<file path="src/rtl/note_detector.sv">
// note_detector
//   Measures the period of an incoming square-wave tone in clk cycles and
//   classifies it as one of the seven fifth-octave notes (0=Do .. 6=Si).
//   Classes are reported only after STABLE_COUNT consecutive agreeing samples.
//
// Parameters
//   TOL           classification window, +/- cycles around each nominal period
//   STABLE_COUNT  agreeing samples before note_valid asserts (1..7)
//   TIMEOUT       idle cycles after which the input is declared silent
//                 (must be < 2**CNT_W)
//   CNT_W         width of the period counter and of period
//   NOM_DIV       divides every nominal period; 1 for the real 100 MHz tone set,
//                 larger values give a proportionally faster note table
//
// Ports
//   clk         system clock (100 MHz)
//   rst         asynchronous, active-high reset
//   tone_in     asynchronous square-wave tone
//   note        stable note code, 0=Do .. 6=Si
//   note_valid  note is stable and current
//   period      last measured period in clk cycles
//   sample_stb  one-cycle pulse per completed measurement
//
// Build option
//   NOTE_DET_GLITCH_FILTER_EN  adds a 3-sample stability filter after the
//                              synchronizer; pulses of 2 cycles or fewer are
//                              ignored and edge-to-strobe latency becomes 6 clk.
module note_detector #(
  parameter int unsigned TOL          = 2000,
  parameter int unsigned STABLE_COUNT = 2,
  parameter int unsigned TIMEOUT      = 250000,
  parameter int unsigned CNT_W        = 20,
  parameter int unsigned NOM_DIV      = 1
) (
  input  logic             clk,
  input  logic             rst,
  input  logic             tone_in,
  output logic [2:0]       note,
  output logic             note_valid,
  output logic [CNT_W-1:0] period,
  output logic             sample_stb
);

  localparam logic [31:0] NOM [7] = '{
    32'(191113 / NOM_DIV), 32'(170263 / NOM_DIV), 32'(151686 / NOM_DIV),
    32'(143172 / NOM_DIV), 32'(127553 / NOM_DIV), 32'(113636 / NOM_DIV),
    32'(101238 / NOM_DIV)
  };
  localparam logic [CNT_W-1:0] TimeoutCnt = CNT_W'(TIMEOUT);
  localparam logic [2:0]       StableCnt  = 3'(STABLE_COUNT);
  localparam logic [2:0]       OutOfBand  = 3'd7;

  typedef enum logic {StIdle, StMeasure} state_e;

  // ---------------------------------------------------------------------------
  // Input path: 2-FF synchronizer, optional glitch filter, rising-edge detect
  // ---------------------------------------------------------------------------
  logic [1:0] sync_q;
  logic       rise;

  always_ff @(posedge clk or posedge rst) begin
    if (rst) sync_q <= 2'b00;
    else     sync_q <= {sync_q[0], tone_in};
  end

`ifdef NOTE_DET_GLITCH_FILTER_EN
  logic [2:0] hist_q;
  logic       filt_q, filt_d;

  always_ff @(posedge clk or posedge rst) begin
    if (rst) begin
      hist_q <= 3'b000;
      filt_q <= 1'b0;
    end else begin
      hist_q <= {hist_q[1:0], sync_q[1]};
      filt_q <= filt_d;
    end
  end

  // Level moves only once three consecutive synchronized samples agree.
  always_comb begin
    filt_d = filt_q;
    if (&hist_q)       filt_d = 1'b1;
    else if (~|hist_q) filt_d = 1'b0;
  end

  // Edge taken from the next filtered level so the filter adds 3 clk, not 4.
  assign rise = filt_d & ~filt_q;
`else
  logic sync_dly_q;

  always_ff @(posedge clk or posedge rst) begin
    if (rst) sync_dly_q <= 1'b0;
    else     sync_dly_q <= sync_q[1];
  end

  assign rise = sync_q[1] & ~sync_dly_q;
`endif

  // ---------------------------------------------------------------------------
  // Classification of the period that is about to be reported (cnt_q)
  // ---------------------------------------------------------------------------
  logic [CNT_W-1:0] cnt_q, cnt_d;
  logic [2:0]       cls;

  function automatic logic in_window(logic [31:0] p, logic [31:0] nom);
    logic [31:0] diff;
    diff = (p > nom) ? (p - nom) : (nom - p);
    return (diff <= TOL);
  endfunction

  // Descending scan so the lowest matching class wins on overlap.
  always_comb begin
    cls = OutOfBand;
    for (int k = 6; k >= 0; k--) begin
      if (in_window(32'(cnt_q), NOM[k])) cls = 3'(k);
    end
  end

  // ---------------------------------------------------------------------------
  // Measurement FSM and stability filter
  // ---------------------------------------------------------------------------
  state_e           state_q, state_d;
  logic [CNT_W-1:0] period_d;
  logic             stb_d;
  logic [2:0]       note_d;
  logic             valid_d;
  logic [2:0]       cand_q, cand_d;
  logic [2:0]       mcnt_q, mcnt_d;

  always_ff @(posedge clk or posedge rst) begin
    if (rst) begin
      state_q    <= StIdle;
      cnt_q      <= '0;
      period     <= '0;
      sample_stb <= 1'b0;
      note       <= 3'd0;
      note_valid <= 1'b0;
      cand_q     <= OutOfBand;
      mcnt_q     <= 3'd0;
    end else begin
      state_q    <= state_d;
      cnt_q      <= cnt_d;
      period     <= period_d;
      sample_stb <= stb_d;
      note       <= note_d;
      note_valid <= valid_d;
      cand_q     <= cand_d;
      mcnt_q     <= mcnt_d;
    end
  end

  always_comb begin
    state_d  = state_q;
    cnt_d    = cnt_q;
    period_d = period;
    stb_d    = 1'b0;
    note_d   = note;
    valid_d  = note_valid;
    cand_d   = cand_q;
    mcnt_d   = mcnt_q;

    unique case (state_q)
      StIdle: begin
        cnt_d = '0;
        // First edge only arms; the counter starts at 1 so that the next
        // edge P cycles later reads exactly P.
        if (rise) begin
          state_d = StMeasure;
          cnt_d   = CNT_W'(1);
        end
      end

      StMeasure: begin
        if (rise) begin
          // An edge on the timeout cycle still counts as a sample.
          stb_d    = 1'b1;
          period_d = cnt_q;
          cnt_d    = CNT_W'(1);
          if (cls == cand_q) begin
            mcnt_d = (mcnt_q < StableCnt) ? (mcnt_q + 3'd1) : mcnt_q;
            if ((mcnt_d == StableCnt) && (cand_q != OutOfBand)) begin
              note_d  = cand_q;
              valid_d = 1'b1;
            end
          end else begin
            cand_d  = cls;
            mcnt_d  = 3'd1;
            valid_d = 1'b0;
            if ((StableCnt == 3'd1) && (cls != OutOfBand)) begin
              note_d  = cls;
              valid_d = 1'b1;
            end
          end
        end else if (cnt_q == TimeoutCnt) begin
          // Silence: drop validity but keep note and period for display.
          state_d = StIdle;
          cnt_d   = '0;
          valid_d = 1'b0;
          cand_d  = OutOfBand;
          mcnt_d  = 3'd0;
        end else begin
          cnt_d = cnt_q + CNT_W'(1);
        end
      end

      default: state_d = StIdle;
    endcase
  end

endmodule

</file>
<file path="config.mk">
export PLATFORM = sky130hd
export DESIGN_NAME = note_detector
export DESIGN_NICKNAME = d
export VERILOG_FILES = /design/src/rtl/note_detector.sv
export SDC_FILE = /design/constraint.sdc
export NUM_CORES = 1
export LEC_CHECK = 0
export BUFFER_PORTS_ARGS = -buffer_cell sky130_fd_sc_hd__buf_2
export CAP_MARGIN = 20
export CORE_MARGIN = 1.5
export CORE_UTILIZATION = 40
export CTS_BUF_LIST = sky130_fd_sc_hd__clkbuf_2 sky130_fd_sc_hd__clkbuf_4 sky130_fd_sc_hd__clkbuf_8
export DETAILED_ROUTE_END_ITERATION = 10
export PLACE_DENSITY = 0.63
export SLEW_MARGIN = 20
export SYNTH_ARGS = -nofsm -noshare
export SYNTH_HDL_FRONTEND = slang
export SYNTH_SLANG_ARGS = --single-unit
</file>
<file path="constraint.sdc">
create_clock -name clk -period 8 [get_ports clk]
set_input_delay 1.6 -clock clk [delete_from_list [all_inputs] [get_ports clk]]
set_output_delay 1.6 -clock clk [all_outputs]
set_load 0.02 [all_outputs]
</file>
### Yosys cells after proc, flatten, opt, wreduce, memory -nomap -nowiden

Cells that the tools add are included.
W data, S select, Z words.

| operators by class | value |
|---|---|
| reduce and logical (&&, ||, !) cells | 7 |
| order comparisons | 15 |
| mux-type cells | 34 |
| multipliers | 0 |
| eq/ne operators | 6 |
| divide/modulo/power cells | 0 |
| add/sub/neg operators | 16 |
| shift-type cells | 0 |
| bitwise operators | 3 |

Operators by type and width:

| kind | number |
|---|---|
| $le A32 B11 Y1 const B | 7 |
| $mux W32 | 7 |
| $sub A18 B20 Y21 const A | 4 |
| $sub A20 B18 Y21 const B | 4 |
| $gt A20 B18 Y1 const B | 4 |
| $sub A17 B20 Y21 const A | 3 |
| $sub A20 B17 Y21 const B | 3 |
| $gt A20 B17 Y1 const B | 3 |
| $mux W20 | 2 |
| $pmux W20 S2 | 1 |
| $mux W3 | 13 |
| $add A20 B1 Y20 const B | 1 |
| $eq A20 B18 Y1 const B | 1 |
| $mux W1 | 10 |
| $reduce_and A3 Y1 | 2 |
| $reduce_and A2 Y1 | 2 |
| $reduce_and A4 Y1 | 1 |
| $add A3 B1 Y3 const B | 1 |
| $eq A3 B2 Y1 const B | 1 |
| $eq A3 B3 Y1 | 1 |
| $lt A3 B2 Y1 const B | 1 |
| $ne A3 B2 Y1 const B | 1 |
| $ne A3 B3 Y1 const B | 1 |
| $ne A2 B2 Y1 const B | 1 |
| other kinds (5) | 6 |

| word-level totals | value |
|---|---|
| logic and storage cells | 91 |
| latch bits | 0 |
| bits in writable memories | 0 |
| output and inout bits | 25 |
| bits in read-only memories | 0 |
| memories | 0 |
| input bits | 3 |
| register bits | 55 |

### Logic depth before layout (Yosys ltp)

| depth | value |
|---|---|
| word-level depth | 13 |
| mapped depth | 17 |
| depth with buffers taken out | 14 |

### Worst setup path before layout

Ideal clock, no wire load.

| path | value |
|---|---|
| path kind | reg2reg |
| from | reg cnt_q[3] |
| to | reg note[0] |
| path slack | 3.537 ns |
| clock period less this slack | 4.463 ns |
| stages on the path, launching flop included | 16 |
| arrival | 4.339 ns |
| data required time | 7.875 ns |
| path through | dfrtp_1 -> clkbuf_1 -> clkinv_1 -> ha_1 -> clkbuf_1 -> a311oi_1 -> a211o_1 -> o21ai_2 -> or4_1 -> and3_1 -> o22ai_1 -> nor3_1 -> o21ai_0 -> mux2i_1 -> o2111ai_2 -> mux2_2 |

| between the ends | value |
|---|---|
| word-level cells in the longest chain between the ends | 12 |

RTL lines:

| what | line | text |
|---|---|---|
| start: declaration | 103 | `logic [CNT_W-1:0] cnt_q, cnt_d;` |
| start signal: assignment | 143 | `cnt_q <= cnt_d;` |
| $sub A17 B20 Y21, or another cell as far along | 108 | `diff = (p > nom) ? (p - nom) : (nom - p);` |
| $mux W32 | 108 |  |
| $le A32 B11 Y1 | 109 | `return (diff <= TOL);` |
| $mux W1 | 116 | `if (in_window(32'(cnt_q), NOM[k])) cls = 3'(k);` |
| $mux W3 (5 in series) | 116 |  |
| $mux W3 * | 116 |  |
| $eq A3 B3 Y1 * | 180 | `if (cls == cand_q) begin` |
| $reduce_and A4 Y1 (no line) * | -- |  |
| end signal: assignment | 146 | `note <= note_d;` |
| end: declaration | 38 | `output logic [2:0] note,` |

Mark *: on every way between the ends. The rest lies on a longest branch, timed or not.
A chain may end at the register's enable or synchronous reset.

### Final worst setup path

| path | value |
|---|---|
| from | reg cnt_q[3] |
| to | reg note[1] |

The elaborated chain is that of the path after synthesis.

==> results.sh <==
export IMPL_status="complete, no violations"
export IMPL_dpl_worst_slack_ns=2.27
export IMPL_setup_ws_ns=2.11
export IMPL_finalMaxSlewViolations=0
export IMPL_syn_nets=1252
export IMPL_synth_edf_count=0
export IMPL_ys_types=114
export IMPL_cts_resized=0
export IMPL_dr_wl_met3_um=4360
export IMPL_drc_errors=0
export IMPL_synthCells=1225
export IMPL_clock_skew_ns=0.00751
export IMPL_wl_met1_um=15200
export IMPL_worstPathMaxFanout=22
export IMPL_synthTopCellsByArea="dfrtp_1 15%, xnor2_1 6.9%, a21oi_1 5.7%"
export IMPL_hold_viol=0
export IMPL_routedWlPerCell_um=25.4
export IMPL_cp_start_kind="flip-flop"
export IMPL_antenna_found_initial=0
export IMPL_grt_usage_pct=31.0
export IMPL_relSlewSlack_pct=25.0
export IMPL_rows=54
export IMPL_cts_root_buf="clkbuf_8"
export IMPL_worstPathRequired_ns=8.21
export IMPL_worstMarginPinSlew_ns=1.11
export IMPL_dieArea_um2=23200
export IMPL_gr_total_overflow=0
export IMPL_syn_area_um2=8900
export IMPL_yosys_register_bits=55
export IMPL_grt_max_degree=56
export IMPL_yosysTopAreaCellShare_pct=14.6
export IMPL_seq_area_um2=1380
export IMPL_postLayoutCellArea_um2=9150
export IMPL_ff2ff_path_depth=15
export IMPL_tns_ns=0
export IMPL_avgSynthCellArea_um2=7.27
export IMPL_endpoint_kind="flip-flop"
export IMPL_cts_buffers=5
export IMPL_hold_class="reg -> reg"
export IMPL_utilization_pct=41.9
export IMPL_fp_dieH_um=152
export IMPL_num_io_pins=28
export IMPL_synth_top_area_cell="dfrtp_1"
export IMPL_powerDensity_nw_per_um2=142
export IMPL_path_clk_slew_ns=0.10
export IMPL_drv_cap=0
export IMPL_cts_htree_levels=2
export IMPL_wl_met2_um=15600
export IMPL_top_layer="met4"
export IMPL_finalSetupViolCount=0
export IMPL_clock_path_buffers=2
export IMPL_nets=1204
export IMPL_postRouteAntennaNets=0
export IMPL_netlist_top_cells_count="101 x a21oi_1, 94 x nand2_1, 93 x o21ai_0, 91 x nor2_1, 70 x xnor2_1"
export IMPL_drt_initial_drc_count=1667
export IMPL_fin_crit_sh_pct=73.6
export IMPL_hold_depth=0
export IMPL_wirelength_um=37000
export IMPL_cp_arrival_ns=6.11
export IMPL_via_per_inst=7.11
export IMPL_yosys_warnings=0
export IMPL_hpwl_um=26500
export IMPL_cts_setup_buffers=0
export IMPL_layout_filler_cells=2247
export IMPL_dr_pass1_iters=9
export IMPL_yosysSeqAreaShare_pct=15.5
export IMPL_syn_to_final_growth_pct=2.77
export IMPL_max_freq_mhz=170
export IMPL_ir_drop_v=0.000182
export IMPL_layout_cells_non_filler=1458
export IMPL_cts_sinks=55
export IMPL_synth_most_common_cell="a21oi_1"
export IMPL_p_leak_nw=3.21
export IMPL_rsz0062_at_grt="no"
export IMPL_dr_total_vias=10362
export IMPL_multi_input_area_um2=6830
export IMPL_layout_min_cycle_time_ns=5.89
export IMPL_grt_pass1_vias=9329
export IMPL_layout_drive_gt1_share_pct=11.6
export IMPL_n_antenna_cell=0
export IMPL_holdWs_ns=0.366
export IMPL_place_area_um2=9050
export IMPL_gp_congestion=1.01
export IMPL_cts_tree="yes"
export IMPL_start_util_pct=40.8
export IMPL_grt_pass1_wl_um=57300
export IMPL_coreArea_um2=21800
export IMPL_holdBufCountCts=0
export IMPL_power_total_mw=1.30
export IMPL_dp_cells=1450
export IMPL_async_reset_ff_share_pct=100
export IMPL_port_buffers=27
export IMPL_path_class="reg -> reg"
export IMPL_synthFlopType="dfrtp_1"
export IMPL_dieWidth_um=152
export IMPL_clk_latency_ns=0.32
## cells in the final DEF, fill, tap and decap left out, types with 6 or more instances in the layout
cell type    n
o21ai_1      7
nand2b_1    15
a211oi_1    20
o21a_1       8
a211o_1      7
o21ai_0     93
nor2b_1     13
a21boi_0     8
a32oi_1      6
nand4_1     22
and2_1      13
or3_1       12
a31oi_1     21
nor3_1      43
dfrtp_1     49
xor2_1       7
a311oi_1     8
o31ai_1     13
buf_2       27
mux2_2      11
buf_4       31
o211ai_1    23
nand3_1     48
nor4_1      17
clkbuf_8     6
xnor2_1     70
o22ai_1     15
nand2_1     94
and3_1      11
a21oi_1    101
inv_1       24
a21o_1      16
nor2_1      91
mux2i_1     18
o31a_1       7
o221ai_1     7
ha_1        24
## power breakdown
group	switching, mW	leakage [nW]	internal [mW]
clock	0.0948	0.0519	0.0746
combinational	0.524	2.44	0.255
sequential	0.0470	0.725	0.304
total	0.666	3.21	0.634
## cell families after synthesis
logic type                 count (synthesis)  share of synthesized area (%)
adders and majority gates                 24                           3.37
and+or+nand+nor                          436                           26.0
AOI/OAI and AO/OA                        460                           36.2
buffers and inverters                    143                           7.73
DFF                                       55                           15.5
muxes                                     30                           3.58
xor gates and xnor gates                  77                           7.58
## final timing paths
check	start	to	slack (ns)
worst max register to register	cnt_q[3]	note[1]	2.11
worst min-delay path	sync_q[0]	sync_q[1]	0.37
worst max-delay path	cnt_q[3]	note[1]	2.11
worst min register to register	sync_q[0]	sync_q[1]	0.37
min in group asynchronous	rst	period[7]	1.45
max in group asynchronous	rst	cnt_q[4]	6.06
## critical path: stages, from the launching register on
cell and delay [ns]:
dfrtp_1 0.83, clkinv_1 0.58, ha_1 0.49, nor2b_1 0.18, a311oi_1 0.06, buf_4 0.21, a211o_1 0.35, o21ai_2 0.64
mux2_2 0.41, a211oi_1 0.26, o2111a_1 0.33, nor3_1 0.10, o21ai_0 0.36, mux2i_1 0.40, o2111ai_2 0.25, mux2_2 0.32
## routing by layer
metal  GRT usage [%]  vias up
met5               0        -
met4            12.9        0
met3            5.72      117
met2            46.1      796
met1            44.0     4882
li1                -     4567
## registers in the layout, indices dropped and copies added (netlist names)
signal      count
cand_q          3
sample_stb      1
note_valid      1
cnt_q          20
sync_dly_q      1
note            3
sync_q          2
mcnt_q          3
state_q         1
period         20
## area by class of cell
class	count	share of cell area, %
sequential	55	15.1
multi-input combinational	1027	74.7
tap	280	3.83
clock buffer	7	0.985
timing repair buffer	58	4.02
inverter	30	1.23
clock inverter	1	0.0958
No activity file was read; power rests on OpenSTA's default activity.
